$ cat src/rtl/alu_share_arb.sv
// alu_share_arb
//   Shares one combinational ALU between two requesters. A round-robin
//   arbiter picks a requester in IDLE, the latched operation is presented
//   to the ALU for one EXEC cycle, and the captured result/flags are held
//   in RESP until the granted requester takes the response.
//
// Ports
//   clk_i, rst_i                 clock, asynchronous active-low reset
//   reqN_valid_i/reqN_ready_o    request handshake (N = 0, 1)
//   reqN_op_i, reqN_a_i, reqN_b_i   opcode and operands of requester N
//   rspN_valid_o/rspN_ready_i    response handshake (N = 0, 1)
//   rsp_result_o, rsp_flag_o     captured ALU result and {C,O,S,Z}
//   alu_cntrl_o, alu_a_o, alu_b_o   drive the shared ALU
//   alu_result_i, alu_flag_i     ALU outputs
//   grant_o                      requester currently being served
//   busy_o                       FSM not in IDLE
//   cnt0_o, cnt1_o               completed responses per requester (wrap)
`timescale 1ns/1ps
module alu_share_arb #(
  parameter int WIDTH = 24,
  parameter int CNT_W = 8
) (
  input  logic             clk_i,
  input  logic             rst_i,
  input  logic             req0_valid_i,
  output logic             req0_ready_o,
  input  logic [3:0]       req0_op_i,
  input  logic [WIDTH-1:0] req0_a_i,
  input  logic [WIDTH-1:0] req0_b_i,
  input  logic             req1_valid_i,
  output logic             req1_ready_o,
  input  logic [3:0]       req1_op_i,
  input  logic [WIDTH-1:0] req1_a_i,
  input  logic [WIDTH-1:0] req1_b_i,
  output logic             rsp0_valid_o,
  input  logic             rsp0_ready_i,
  output logic             rsp1_valid_o,
  input  logic             rsp1_ready_i,
  output logic [WIDTH-1:0] rsp_result_o,
  output logic [3:0]       rsp_flag_o,
  output logic [3:0]       alu_cntrl_o,
  output logic [WIDTH-1:0] alu_a_o,
  output logic [WIDTH-1:0] alu_b_o,
  input  logic [WIDTH-1:0] alu_result_i,
  input  logic [3:0]       alu_flag_i,
  output logic             grant_o,
  output logic             busy_o,
  output logic [CNT_W-1:0] cnt0_o,
  output logic [CNT_W-1:0] cnt1_o
);

  typedef enum logic [1:0] {IDLE, EXEC, RESP} state_t;

  state_t           state_q;
  logic             last_q;
  logic             grant_q;
  logic [3:0]       op_q;
  logic [WIDTH-1:0] a_q;
  logic [WIDTH-1:0] b_q;
  logic [WIDTH-1:0] res_q;
  logic [3:0]       flag_q;
  logic [1:0]       rsp_vld_q;
  logic [CNT_W-1:0] cnt0_q;
  logic [CNT_W-1:0] cnt1_q;

  logic sel_d;
  logic accept_d;
  logic rsp_hs_d;

  // On a tie the requester that was not served last wins; otherwise the
  // only valid requester is picked. Ready is gated by rst_i so it reads 0
  // while reset is held, even though the FSM already sits in IDLE.
  always_comb begin
    sel_d    = (req0_valid_i && req1_valid_i) ? ~last_q : req1_valid_i;
    accept_d = rst_i && (state_q == IDLE) && (req0_valid_i || req1_valid_i);
    rsp_hs_d = (rsp_vld_q[0] && rsp0_ready_i) || (rsp_vld_q[1] && rsp1_ready_i);
  end

  assign req0_ready_o = accept_d && !sel_d;
  assign req1_ready_o = accept_d && sel_d;

  always_ff @(posedge clk_i or negedge rst_i) begin
    if (!rst_i) begin
      state_q   <= IDLE;
      last_q    <= 1'b1;
      grant_q   <= 1'b0;
      op_q      <= '0;
      a_q       <= '0;
      b_q       <= '0;
      res_q     <= '0;
      flag_q    <= '0;
      rsp_vld_q <= '0;
      cnt0_q    <= '0;
      cnt1_q    <= '0;
    end else begin
      case (state_q)
        IDLE: begin
          if (accept_d) begin
            grant_q <= sel_d;
            op_q    <= sel_d ? req1_op_i : req0_op_i;
            a_q     <= sel_d ? req1_a_i  : req0_a_i;
            b_q     <= sel_d ? req1_b_i  : req0_b_i;
            state_q <= EXEC;
          end
        end
        EXEC: begin
          res_q     <= alu_result_i;
          flag_q    <= alu_flag_i;
          rsp_vld_q <= grant_q ? 2'b10 : 2'b01;
          state_q   <= RESP;
        end
        RESP: begin
          if (rsp_hs_d) begin
            rsp_vld_q <= 2'b00;
            last_q    <= grant_q;
            if (grant_q) cnt1_q <= cnt1_q + CNT_W'(1);
            else         cnt0_q <= cnt0_q + CNT_W'(1);
            state_q   <= IDLE;
          end
        end
        default: state_q <= IDLE;
      endcase
    end
  end

  // The ALU sees the latched operation for the whole EXEC cycle; the
  // registers are only reloaded on the next accept.
  assign alu_cntrl_o  = op_q;
  assign alu_a_o      = a_q;
  assign alu_b_o      = b_q;
  assign rsp0_valid_o = rsp_vld_q[0];
  assign rsp1_valid_o = rsp_vld_q[1];
  assign rsp_result_o = res_q;
  assign rsp_flag_o   = flag_q;
  assign grant_o      = grant_q;
  assign busy_o       = (state_q != IDLE);
  assign cnt0_o       = cnt0_q;
  assign cnt1_o       = cnt1_q;

endmodule

$ cat config.mk
export PLATFORM = sky130hd
export DESIGN_NAME = alu_share_arb
export DESIGN_NICKNAME = d
export VERILOG_FILES = /design/src/rtl/alu_share_arb.sv
export SDC_FILE = /design/constraint.sdc
export NUM_CORES = 1
export LEC_CHECK = 0
export BUFFER_PORTS_ARGS = -buffer_cell sky130_fd_sc_hd__buf_2
export CORE_MARGIN = 2
export CORE_UTILIZATION = 41
export DETAILED_ROUTE_END_ITERATION = 16
export GPL_TIMING_DRIVEN = 0
export MAX_ROUTING_LAYER = met4
export PLACE_DENSITY = 0.77
export SETUP_SLACK_MARGIN = 0.5
export SYNTH_ARGS = -nofsm -noshare
export SYNTH_HDL_FRONTEND = slang
export SYNTH_SLANG_ARGS = --single-unit
export TNS_END_PERCENT = 5
$ cat constraint.sdc
create_clock -name clk_i -period 1.7 [get_ports clk_i]
set_clock_uncertainty 0.2 [all_clocks]
set_input_delay 0.17 -clock clk_i [delete_from_list [all_inputs] [get_ports clk_i]]
set_output_delay 0.17 -clock clk_i [all_outputs]
set_load 0.01 [all_outputs]
# --- After elaboration in Yosys (flattened, before gate mapping) ---
# Index checks and enable logic that the tools add are counted.
word_totals:
  reg_bits: 102
  inputBits: 138
  out_inout_bits: 102
classes:
  eq_ne: 4
  mux: 9
  addsub: 2
  n_reduce_logical: 19
  bitwise: 2
op_table:
  columns: ["operator", "n"]
  rows:
  - ["$mux 24", 2]
  - ["$add 8x1->8 const B", 2]
  - ["$reduce_and 2->1", 4]
  - ["$logic_and 1x1->1", 7]
  - ["$mux 2", 3]
  - ["$pmux 2 s3", 1]
  - ["$reduce_and 3->1", 2]
  - ["$mux 4", 1]
  - ["$ne 2x2->1 const B", 2]
  - ["$pmux 2 s2", 1]
  - ["$reduce_bool 2->1", 2]
  - ["$eq 2x1->1 const B", 1]
  - ["$eq 2x2->1 const B", 1]
  - ["$logic_not 2->1", 1]
  - ["$logic_or 1x1->1", 2]
  - ["$not 1->1", 2]
  - ["$logic_not 1->1", 1]
  - ["$mux 1", 1]

# --- Logic depth before layout (Yosys ltp) ---
depth:
  word_depth: 5
  depth_mapped: 6

# --- Worst setup path after synthesis ---
# OpenSTA, ideal clock, no wires.
synth_timing:
  path_type: "register -> register"
  start: "register state_q[1]"
  end: "register grant_q (netlist: grant_o)"
  period_less_slack_ps: 1733
  required_time_ps: 1366
  path_buffers: 2
  setup_slack_ps: -33
  t_arrival_ps: 1399
  stages_incl_launch_ff: 6
  path_cell_list: "dfrtp_1 > or3b_1 > buf_2 > buf_6 > nor3b_2 > a21oi_1"
synth_via:
  elab_chain_len: 4
synth_rtl:
  columns: ["element", "line_no", "source"]
  rows:
  - ["start: declaration", "54", "state_t state_q;"]
  - ["start signal: assignment", "84", "state_q <= IDLE;"]
  - ["start signal: assignment", "103", "state_q <= EXEC;"]
  - ["start signal: assignment", "110", "state_q <= RESP;"]
  - ["$logic_not 2->1 (*)", "75, 96", null]
  - ["$logic_and 1x1->1 (2 in a row)", "75", "accept_d = rst_i && (state_q == IDLE) && (req0_valid_i || req1_valid_i);"]
  - ["$reduce_and 2->1 (no line) (*)", null, null]
  - ["end signal: assignment", "99", "grant_q <= sel_d;"]
  - ["end: declaration", "56", "logic grant_q;"]
# Mark *: on every way between the ends. The rest lies on a longest branch, timed or not.
# A chain may end at the register's enable or synchronous reset.

# --- Final worst setup path ---
layout_timing:
  start: "register state_q[0]"
  end: "output req0_ready_o"
layout_via:
  elab_chain_len: 4
layout_rtl:
  columns: ["element", "line_no", "source"]
  rows:
  - ["$logic_not 2->1", "75", null]
  - ["$logic_and 1x1->1 (2 in a row)", "75", null]
  - ["$logic_and 1x1->1", "79", "assign req0_ready_o = accept_d && !sel_d;"]
  - ["end: declaration", "26", "output logic req0_ready_o,"]
# Every way passes these cells.

==> summary.md <==
| Metric | Value |
|---|---|
| Status | finished with violations |
| Failing checks | negative hold slack, negative setup slack |
| Power Total | 11160 uW |
| Min Clock Period, post-route | between 2 and 2.5 ns |
| Post-Syn Area per Cell | 10.05 sq um |
| Initial antenna violation count | 1 |
| CTS tree | yes |
| I/O Buffers | 238 |
| Post-Synth Simple-Gate Area | 0.2224 |
| Die Footprint | 11820 sq um |
| Crit path buffers/inverters | 3 |
| Post-synth EDFFs | 0 |
| DP Worst Slack | -0.8590 ns |
| Post-synthesis mux area share | 0.007517 |
| Critical path, cell by cell | or3b_1, buf_6, buf_8, nor3b_4, buf_2 |
| GRT Residual Overflow | 0 |
| Part of the power in registers | 0.382 |
| Post-CTS Hold Buffers | just over 100 |
| Largest family of logic cells by synthesized area | simple AND/OR/NAND/NOR gates |
| Detail-routed via count per cell | 5.309 |
| Initial Util | 0.4183 |
| Pins Over Slew Limit | 0 |
| Max_slew headroom | 0.6691 |
| # rows | 38 |
| Clock network power share | 0.145 |
| Worst hold margin | -0.5475 ns |
| Syn Inst Count | 447 |
| DRT iter0 DRCs | between 300 and 400 |
| Worst hold path class | primary input to asynchronous set/reset pin |
| Mapped Nets | 587 |
| Crit path capture type | primary output |
| Core Util, Final | 0.7505 |
| Net Sw Power | 4297 uW |
| Post-synth top area cell | dfrtp_1 |
| FMAX | between 400 and 500 MHz |
| Hold Violations, Final | 103 |
| Critical Path Source Type | flip-flop |
| YS warnings | 0 |
| Core Footprint | 10750 sq um |
| Worst skew pair latency | approximately 0.36 ns |
| Layout cell share with drive strength beyond 1 | 0.4469 |
| Post-route cell area | 8064 sq um |
| Clock transition at the registers of the reported paths | 0.11 ns |
| Internal | 6859 uW |
| Clock sink total | 102 |
| Routed vias | a little over 5000 |
| Actual slew at the worst max-slew pin | 0.4963 ns |
| I/O pins | 240 |
| Area share of xor/xnor cells in the synthesized design | 0.02728 |
| Combinational share of power | 0.473 |
| CTS buffer count | 9 |
| Async SR Flop Fraction | 1.000 |
| Die Ht | 108.7 microns |
| Worst vdd ir | 0.0008561 V |
| Family with the most delay on the worst path | simple AND/OR/NAND/NOR gates |
| Cell Pwr Density | between 1000 and 1500 nW/um^2 |
| Drt first pass iters | 4 |
| Post-DP Area | 5913 sq um |
| Mapped cell area | 4494 sq um |
| First-pass GRT wire length | approximately 25 mm |
| Detail Placement HPWL | 9.952 mm |
| Final nets | 954 |
| WP data required | 1.33 ns |
| Sw Share | 0.3852 |
| Largest net degree at the start of global routing | 38 |
| P&R area growth vs syn | 79.43% |
| Fin crit share | 1.251 |
| Overall routed net length | 17.14 mm |
| CP peak stage delay | 0.44 ns |
| Synth unique cells | 34 |
| Top cell type's share of synthesized area | 0.5624 |
| Count of final setup violators | between 50 and 60 |
| H-tree depth | 3 |
| GP Congestion | about 0.84 |
| LEAKAGE | around 0.004 uW |
| Most used flip-flop cell after synthesis | dfrtp_1 |
| Root Driver | clkbuf_8 |
| Synth Area in Compound Gates | 0.1236 |
| Synth Area in Adders | 0.005568 |
| Critical path class | flip-flop to primary output |
| WL/cell | 17.85 microns |
| Setup TNS | -14.57 ns |
| CP arrival | 1.76 ns |
| Die X | 108.7 microns |
| Top cells by area, synth | dfrtp_1 56%, nand2_1 12%, a221o_1 12%, nor3_1 6.5%, xor2_1 2.5% |
| Antenna-violating nets left | 0 |
| GRT Util Overall | 0.2840 |
| CTS Buffer Depth | 2 |
| Max cap viols | 0 |
| Final worst slack | -0.4274 ns |
| RSZ-0062 raised after global routing | yes |
| Seq/Total Area, Yosys | 0.5682 |
| Drt drc | 0 |
| Worst-path fanout max | 3 |
| Number of global-route vias before repair | 5186 |
| Seq cells post-synth | between 100 and 150 |
| Slowest stage cell, crit path | dfrtp_2 |
==> kinds of logic (layout without fill, tap and decap cells) <==
family	Yosys count	after routing
compound gates	58	58
xor+xnor	14	14
fa+ha+maj	2	2
buf+inv	41	413
flops	102	102
mux	3	3
other cells	0	1
simple gates	227	227
==> state kept, by name (all words and copies together) (netlist names), 4 cells and up <==
name          count
alu_a_o          24
alu_b_o          24
alu_cntrl_o       4
cnt0_o            8
cnt1_o            8
rsp_flag_o        4
rsp_result_o     24
==> metal layers <==
| metal | part of all wire | up-vias | track usage | wire length (microns) |
|---|---|---|---|---|
| li1 | - | 2320 | - | - |
| met1 | 0.38 | 2482 | 0.3128 | 6536 |
| met2 | 0.52 | 247 | 0.4906 | 8990 |
| met3 | 0.064 | 48 | 0.05619 | 1104 |
| met4 | 0.030 | 0 | 0.1410 | 506 |
| met5 | 0 | - | - | 0 |
==> path summary, 6_finish.rpt <==
check	cells after the start	startpoint	end	slack, ns
worst min-delay path	1	rst_i	rsp_result_o[1]$_DFFE_PN0P_	-0.55
worst max register to register	8	state_q[0]$_DFFE_PN0P_	alu_a_o[13]$_DFFE_PN0P_	-0.36
worst min register to register	2	rsp_flag_o[2]$_DFFE_PN0P_	rsp_flag_o[2]$_DFFE_PN0P_	0.28
worst max-delay path	5	state_q[0]$_DFFE_PN0P_	req0_ready_o	-0.43
min in group clk_i	4	req0_b_i[1]	alu_b_o[1]$_DFFE_PN0P_	-0.01
max in group asynchronous	2	rst_i	state_q[1]$_DFFE_PN0P_	1.22
==> area by class of cell <==
| cell class | count | area (sq um) |
|---|---|---|
| well taps | 140 | 175.2 |
| multi-input cells | 304 | 2131 |
| diodes | 1 | 2.502 |
| clock buffers | 11 | 141.4 |
| plain buffers | 38 | 342.8 |
| inverters | 3 | 11.26 |
| flip-flops and latches | 102 | 2560 |
| fillers | 673 | 2681 |
| clock inverters | 5 | 65.06 |
| repair buffers | 356 | 2635 |
==> power by group through the flow <==
stage / sequential [uW] / clock (uW) / combinational, uW
finish: 4260 / 1620 / 5280
global route: 4360 / 1730 / 5700
CTS: 4150 / 1640 / 4730
detailed placement: 4160 / 0 / 3980
global placement: 4130 / 0 / 3880
floorplan: 4590 / 0 / 1730
==> Yosys cell counts (all sizes together) (2+ instances only) <==
master and count:
nor3b 2, o21ai 2, buf 19, xor2 13, inv 3, ha 2
clkbuf 19, o22ai 2, dfrtp 101, mux2 3, nor3 58, nand4 4
nand2 145, nand2b 2, nor4 5, nor2 2, a221o 52, nor2b 2
==> cells in the final DEF, fill, tap and decap left out, types with 3 or more instances in the layout <==
cell type      instances
xor2_1                13
dfrtp_1               96
buf_4                  8
buf_6                 28
clkbuf_2               5
nand4_1                4
dfrtp_2                5
nor3_2                32
dlygate4sd3_1        103
clkbuf_8              13
inv_1                  3
clkbuf_1               8
buf_2                222
clkbuf_16              5
nor3_4                14
a221o_1               52
nor3_1                12
buf_8                  4
buf_12                 4
nand2_1              145
==> repair_timing <==
action | in CTS | in global routing
hold endpoints to repair | 181 | 101
pin swaps | 32 | 16
setup buffers | 7 | 1
gates resized for setup | 111 | 53
cloned | 2 | 4
endpoints found under the setup margin | 204 | 204
==> per-stage QoR <==
| step | std cells | hold WS [ns] |
|---|---|---|
| detailed placement | 826 | -0.06301 |
| floorplan | 447 | -0.3256 |
| finish | 960 | -0.5475 |
| CTS | 954 | -0.5273 |
| global route | 960 | -0.5602 |
| global placement | 825 | 0.1617 |
(Power assumes the default switching activity.)
